==> src/rtl/rriot_bus_arbiter.sv <==
// Two-requester arbiter/sequencer for the shared mcs6530 bus.
// Bounded-burst round-robin grant, one transaction at a time, one-cycle ack.
module rriot_bus_arbiter #(
    parameter int RD_LATENCY = 1,
    parameter int MAX_BURST  = 4
) (
    input  logic       phi2,
    input  logic       rst_n,
    input  logic       m0_req,
    input  logic       m0_we_n,
    input  logic       m0_rs0,
    input  logic [9:0] m0_addr,
    input  logic [7:0] m0_wdata,
    output logic       m0_ack,
    output logic [7:0] m0_rdata,
    input  logic       m1_req,
    input  logic       m1_we_n,
    input  logic       m1_rs0,
    input  logic [9:0] m1_addr,
    input  logic [7:0] m1_wdata,
    output logic       m1_ack,
    output logic [7:0] m1_rdata,
    output logic       bus_we_n,
    output logic       bus_rs0,
    output logic [9:0] bus_addr,
    output logic [7:0] bus_di,
    input  logic [7:0] bus_do,
    output logic       bus_active,
    output logic       owner
);

    localparam logic [3:0] BURST_MAX = 4'(MAX_BURST);
    localparam logic [2:0] LAT       = 3'(RD_LATENCY);

    typedef enum logic [1:0] {S_IDLE, S_ACCESS, S_WAIT, S_RESP} state_t;

    state_t     r_state, w_next;
    logic       r_we_n, r_rs0, r_owner;
    logic [9:0] r_addr;
    logic [7:0] r_di, r_rdata0, r_rdata1;
    logic [3:0] r_burst;
    logic [2:0] r_wcnt;

    logic       w_grant, w_win;
    logic       w_sel_we_n, w_sel_rs0;
    logic [9:0] w_sel_addr;
    logic [7:0] w_sel_wdata;

    // Burst count only breaks ties; a lone requester always wins.
    always_comb begin
        w_grant = m0_req | m1_req;
        w_win   = m1_req;
        if (m0_req && m1_req)
            w_win = (r_burst < BURST_MAX) ? r_owner : ~r_owner;
        w_sel_we_n  = w_win ? m1_we_n  : m0_we_n;
        w_sel_rs0   = w_win ? m1_rs0   : m0_rs0;
        w_sel_addr  = w_win ? m1_addr  : m0_addr;
        w_sel_wdata = w_win ? m1_wdata : m0_wdata;
    end

    always_comb begin
        w_next = r_state;
        case (r_state)
            S_IDLE:   if (w_grant) w_next = S_ACCESS;
            S_ACCESS: w_next = r_we_n ? S_WAIT : S_RESP;
            S_WAIT:   if (r_wcnt == LAT) w_next = S_RESP;
            S_RESP:   w_next = S_IDLE;
            default:  w_next = S_IDLE;
        endcase
    end

    always_ff @(posedge phi2 or negedge rst_n) begin
        if (!rst_n) r_state <= S_IDLE;
        else        r_state <= w_next;
    end

    always_ff @(posedge phi2 or negedge rst_n) begin
        if (!rst_n) begin
            r_we_n   <= 1'b1;
            r_rs0    <= 1'b0;
            r_addr   <= '0;
            r_di     <= '0;
            r_owner  <= 1'b1;
            r_burst  <= BURST_MAX;
            r_wcnt   <= '0;
            r_rdata0 <= '0;
            r_rdata1 <= '0;
        end else begin
            case (r_state)
                S_IDLE: if (w_grant) begin
                    r_we_n  <= w_sel_we_n;
                    r_rs0   <= w_sel_rs0;
                    r_addr  <= w_sel_addr;
                    r_di    <= w_sel_wdata;
                    r_owner <= w_win;
                    if (w_win != r_owner)        r_burst <= 4'd1;
                    else if (r_burst != BURST_MAX) r_burst <= r_burst + 4'd1;
                end
                S_ACCESS: r_wcnt <= 3'd1;
                S_WAIT: begin
                    if (r_wcnt == LAT) begin
                        if (r_owner) r_rdata1 <= bus_do;
                        else         r_rdata0 <= bus_do;
                    end else begin
                        r_wcnt <= r_wcnt + 3'd1;
                    end
                end
                default: ;
            endcase
        end
    end

    // Strobe and acks decode from state so reset clears them without waiting for an edge.
    assign bus_we_n   = !((r_state == S_ACCESS) && !r_we_n);
    assign bus_active = (r_state == S_ACCESS) || (r_state == S_WAIT);
    assign m0_ack     = (r_state == S_RESP) && !r_owner;
    assign m1_ack     = (r_state == S_RESP) &&  r_owner;
    assign bus_rs0    = r_rs0;
    assign bus_addr   = r_addr;
    assign bus_di     = r_di;
    assign owner      = r_owner;
    assign m0_rdata   = r_rdata0;
    assign m1_rdata   = r_rdata1;

endmodule

==> config.mk <==
export PLATFORM = sky130hd
export DESIGN_NAME = rriot_bus_arbiter
export DESIGN_NICKNAME = d
export VERILOG_FILES = /design/src/rtl/rriot_bus_arbiter.sv
export SDC_FILE = /design/constraint.sdc
export NUM_CORES = 1
export LEC_CHECK = 0
export BUFFER_PORTS_ARGS = -buffer_cell sky130_fd_sc_hd__buf_2
export CORE_MARGIN = 5
export CORE_UTILIZATION = 52
export DETAILED_ROUTE_END_ITERATION = 7
export GPL_ROUTABILITY_DRIVEN = 0
export PLACE_DENSITY = 0.86
export SKIP_CTS_REPAIR_TIMING = 1
export SYNTH_ARGS = -nofsm -noshare
export SYNTH_HDL_FRONTEND = slang
export SYNTH_SLANG_ARGS = --single-unit
export TNS_END_PERCENT = 1
==> constraint.sdc <==
create_clock -name phi2 -period 4.17 [get_ports phi2]
set_input_delay 0.417 -clock phi2 [delete_from_list [all_inputs] [get_ports phi2]]
set_output_delay 0.417 -clock phi2 [all_outputs]
set_load 0.02 [all_outputs]
==> results.md <==
Status:
- The run finished with clean final reports.

GRT:
- The number of global-route vias before repair came to 2,067.
- After global routing the overflow that remains totals 0.
- The first global-routing pass estimated 9610 um of wire.
- The total track usage is 19.6%.
- The pin count of the biggest net entering global routing is 47.
- The number of antenna violations at the first check in global routing came to 0.

Clock network:
- The tree is rooted in a clkbuf_8.
- The clock net sink count is 46.
- The number of buffers between clock root and the deepest sink is 2.
- The clock-pin slew reported for the worst setup and hold paths after clock tree synthesis is 80 ps.
- The number of buffers created by CTS is 5.
- The source-to-sink clock delay at the later pin of the worst-skew pair is 290 ps.
- The depth of the CTS H-tree is 2.
- TritonCTS built the clock tree.

Timing:
- The max-slew violation total from the final report was 0.
- Counting I/O delays and the setup requirement, the final critical path takes 2030 ps.
- The number of endpoints with negative hold slack in the final report is 0.
- The final critical path takes up 48.7% of the cycle.
- For the final database, setup skew stands at 5.57 ps.
- The final setup violation count is 0.
- For the final routed database, the setup TNS stands at 0 ps.
- The transition time at the pin with the least slew margin is 1010 ps.
- The worst relative slew slack is 32.4%.
- The fmax is 0.493 GHz.
- Setup repair after global routing left no endpoint under its margin.

Logic synthesis:
- The post-synth net total is 285.
- After synthesis the netlist holds a flip-flop and latch count of 46.
- Counting every instance in the synthesized netlist gives 225.
- The cell area that synthesis handed to floorplanning was 2280 sq um.
- After synthesis, the mean cell area works out to 10.1 sq um.
- Sequential elements use 50.6% of the synthesized area.
- The total of warnings raised by yosys is 0.
- The number of distinct library cells after synthesis is 36.

Floorplan:
- The area inside the core boundary is 4290 sq um.
- The count of boundary I/O pins is 92.
- The die covers 5810 sq um.
- The initial utilization of the core area, before any placement, comes to 53.1%.
- In this run the core area contains 24 standard-cell rows.
- The floorplan step set the die height to 76.2 um.
- In this run the horizontal extent of the chip is 76.2 um.

Critical path:
- STA puts the critical path data required time at 4350 ps.
- The reg-to-reg startpoint is r_state[0]$_DFFE_PN0P_.
- On the critical path, the stage with the largest delay is an instance of nor2b_1.
- The top fanout value on the critical path is 10.
- The endpoint of the most critical register-to-register path is r_burst[0]$_DFFE_PN0P_.
- The critical setup path kind is flop to flop.
- For this run, the slowest stage of the critical path takes 580 ps.
- For the worst flop-to-flop path, the logic depth is 5.
- For the worst setup path, the data arrival time is 2210 ps.
- The nature of the critical path endpoint is a flop.
- The worst setup path is launched from a flop.
- The critical path goes through inv_1 > ha_1 > nor2b_1 > nand2b_1 > mux2_2.
- The minimum setup slack among reg-to-reg paths is 2140 ps.

Pwr:
- The cell leakage power is 1.32 nW.
- Power spread over the standard cell area amounts to 775 nW/um^2.
- IR analysis of the VDD net gives a maximum drop of 0.389 mV.

Hold path:
- The path class of the lowest-slack min-delay path is input pin to async pin.

Flow run:
- Across the run, the number of max-cap violations was 0.

Placement:
- The number of buffers added on ports is 91.
- After legalization and detailed placement, the total HPWL measured 4250 um.

Routing:
- The detailed-route via count is 2,037.
- The post-detailed-route DRC marker count is 0.
- After the first detailed-routing iteration, the DRC count stood at 110.
- The remaining antenna violation count is 0.
- The total wire length after detailed routing is 5780 um.
- In the routed layout, each cell is associated on average with a via count of 5.60.
- The first detailed-routing pass ran for 4 iterations.
- After detailed routing, the average wire length per cell comes to 15.9 um.

Final layout:
- Cells fill 66.4% of the core in the end.
- The fraction of final layout cells sized beyond drive strength 1 is 40.1%.
- The total inserted antenna cells is 0.
- The signed area change from the synthesized netlist to the final layout is 25.0%.
- At the end of the flow, the number of nets in the layout was 371.
-- per-layer routing --
layer / up-vias / GRT usage [%] / part of all wire (%)
met2: 71 / 34.7 / 53
met3: 9 / 3.55 / 4.8
met5: - / 0 / 0
li1: 977 / - / -
met1: 980 / 24.1 / 41
met4: 0 / 6.12 / 1.4
-- cells in the final DEF, fill, tap and decap left out, types with 3 or more instances in the layout --
| cell | n |
|---|---|
| dfrtp_1 | 43 |
| clkbuf_8 | 6 |
| ha_1 | 8 |
| mux2_2 | 17 |
| dfstp_2 | 3 |
| inv_1 | 7 |
| o21ai_0 | 25 |
| buf_2 | 91 |
| a31oi_1 | 20 |
| buf_4 | 3 |
| nand2b_1 | 4 |
| nor2_1 | 23 |
| a21oi_1 | 22 |
| nor2b_1 | 3 |
| nand2_1 | 7 |
| o21ai_1 | 3 |
-- state kept, by name, indices dropped and copies added, names as in the netlist --
signal / count
owner: 1
r_burst: 4
bus_addr: 10
m0_rdata: 8
r_we_n: 1
bus_di: 8
r_state: 2
m1_rdata: 8
bus_rs0: 1
r_wcnt: 3
-- cell type report --
class | count | area [sq um]
inverters | 7 | 26.3
well taps | 52 | 65.1
clock inverters | 1 | 5.00
repair buffers | 94 | 478
clock buffers | 7 | 86.3
multi-input cells | 157 | 1030
fillers | 355 | 1440
flip-flops and latches | 46 | 1150
-- cell usage after synthesis, drive strengths merged --
| cell | n | share of area, % |
|---|---|---|
| o21ai | 28 | 6.1 |
| ha | 8 | 4.4 |
| nand2b | 5 | 1.7 |
| a211oi | 1 | 0.33 |
| nor2b | 4 | 1.2 |
| mux2 | 17 | 8.4 |
| and2 | 1 | 0.27 |
| inv | 7 | 1.2 |
| nor3 | 2 | 0.44 |
| nor2 | 23 | 3.8 |
| a21oi | 22 | 4.8 |
| a31oi | 21 | 6.4 |
| nor3b | 2 | 0.88 |
| a32oi | 1 | 0.38 |
| buf | 7 | 1.5 |
| o211ai | 1 | 0.33 |
| nand3b | 2 | 0.66 |
| or3b | 1 | 0.38 |
| clkbuf | 8 | 1.3 |
| o21a | 2 | 0.66 |
| xnor2 | 1 | 0.38 |
| nand3 | 1 | 0.22 |
| nand4 | 1 | 0.27 |
| a22oi | 1 | 0.33 |
| a32o | 1 | 0.44 |
| nand2 | 7 | 1.2 |
| o31ai | 1 | 0.33 |
| o22ai | 1 | 0.27 |
| dfstp | 3 | 3.5 |
| dfrtp | 43 | 47 |
| nand4b | 2 | 0.77 |
-- worst max-delay path by stage --
| stage | from | to | slack, ps | cells after the start |
|---|---|---|---|---|
| 6_report | r_state[0]$_DFFE_PN0P_ | r_burst[0]$_DFFE_PN0P_ | 2140 | 5 |
| 2_1_floorplan | owner$_DFFE_PN1P_ | r_burst[0]$_DFFE_PN0P_ | 2370 | 5 |
| 3_3_place_gp | m1_req | r_burst[0]$_DFFE_PN0P_ | 2140 | 5 |
| 5_1_grt | r_state[0]$_DFFE_PN0P_ | bus_di[2]$_DFFE_PN0P_ | 1990 | 6 |
| 4_1_cts | r_state[0]$_DFFE_PN0P_ | m0_rdata[7]$_DFFE_PN0P_ | 2110 | 4 |
| 3_5_place_dp | m1_req | r_burst[0]$_DFFE_PN0P_ | 2080 | 5 |
-- report_power, final --
| part | leakage (nW) | internal, mW | total (mW) | switching, mW |
|---|---|---|---|---|
| Clock | 0.0482 | 0.134 | 0.272 | 0.138 |
| Combinational | 0.743 | 0.435 | 1.13 | 0.693 |
| Sequential | 0.529 | 0.669 | 0.808 | 0.139 |
-- metrics by stage --
| stage | power, mW | setup slack, ps | hold WS [ps] | cell area [sq um] | instances |
|---|---|---|---|---|---|
| 3_5_place_dp | 1.95 | 2080 | 490 | 2760 | 356 |
| 5_1_grt | 2.36 | 1990 | 367 | 2850 | 364 |
| 2_1_floorplan | 1.57 | 2370 | 121 | 2280 | 225 |
| 6_report | 2.21 | 2140 | 303 | 2850 | 364 |
| 4_1_cts | 2.22 | 2110 | 343 | 2850 | 364 |
| 3_3_place_gp | 1.91 | 2140 | 485 | 2760 | 356 |
-- kinds of logic (layout without fill, tap and decap cells) --
| group | count (synthesis) | after routing | share of synthesized area (%) |
|---|---|---|---|
| flops | 46 | 46 | 50.6 |
| xor+xnor | 1 | 1 | 0.384 |
| compound gates | 80 | 80 | 20.5 |
| mux | 17 | 17 | 8.39 |
| simple gates | 51 | 51 | 11.7 |
| fa+ha+maj | 8 | 8 | 4.39 |
| buf+inv | 22 | 109 | 4.00 |
-- worst max-delay path, delay by kind of cell, from the launching register on --
| family | cells | cell delay (ps) |
|---|---|---|
| fa+ha+maj | 1 | 290 |
| buf+inv | 1 | 130 |
| flops | 1 | 410 |
| mux | 1 | 300 |
| simple gates | 2 | 780 |
Power figures use the tool's default switching activity.
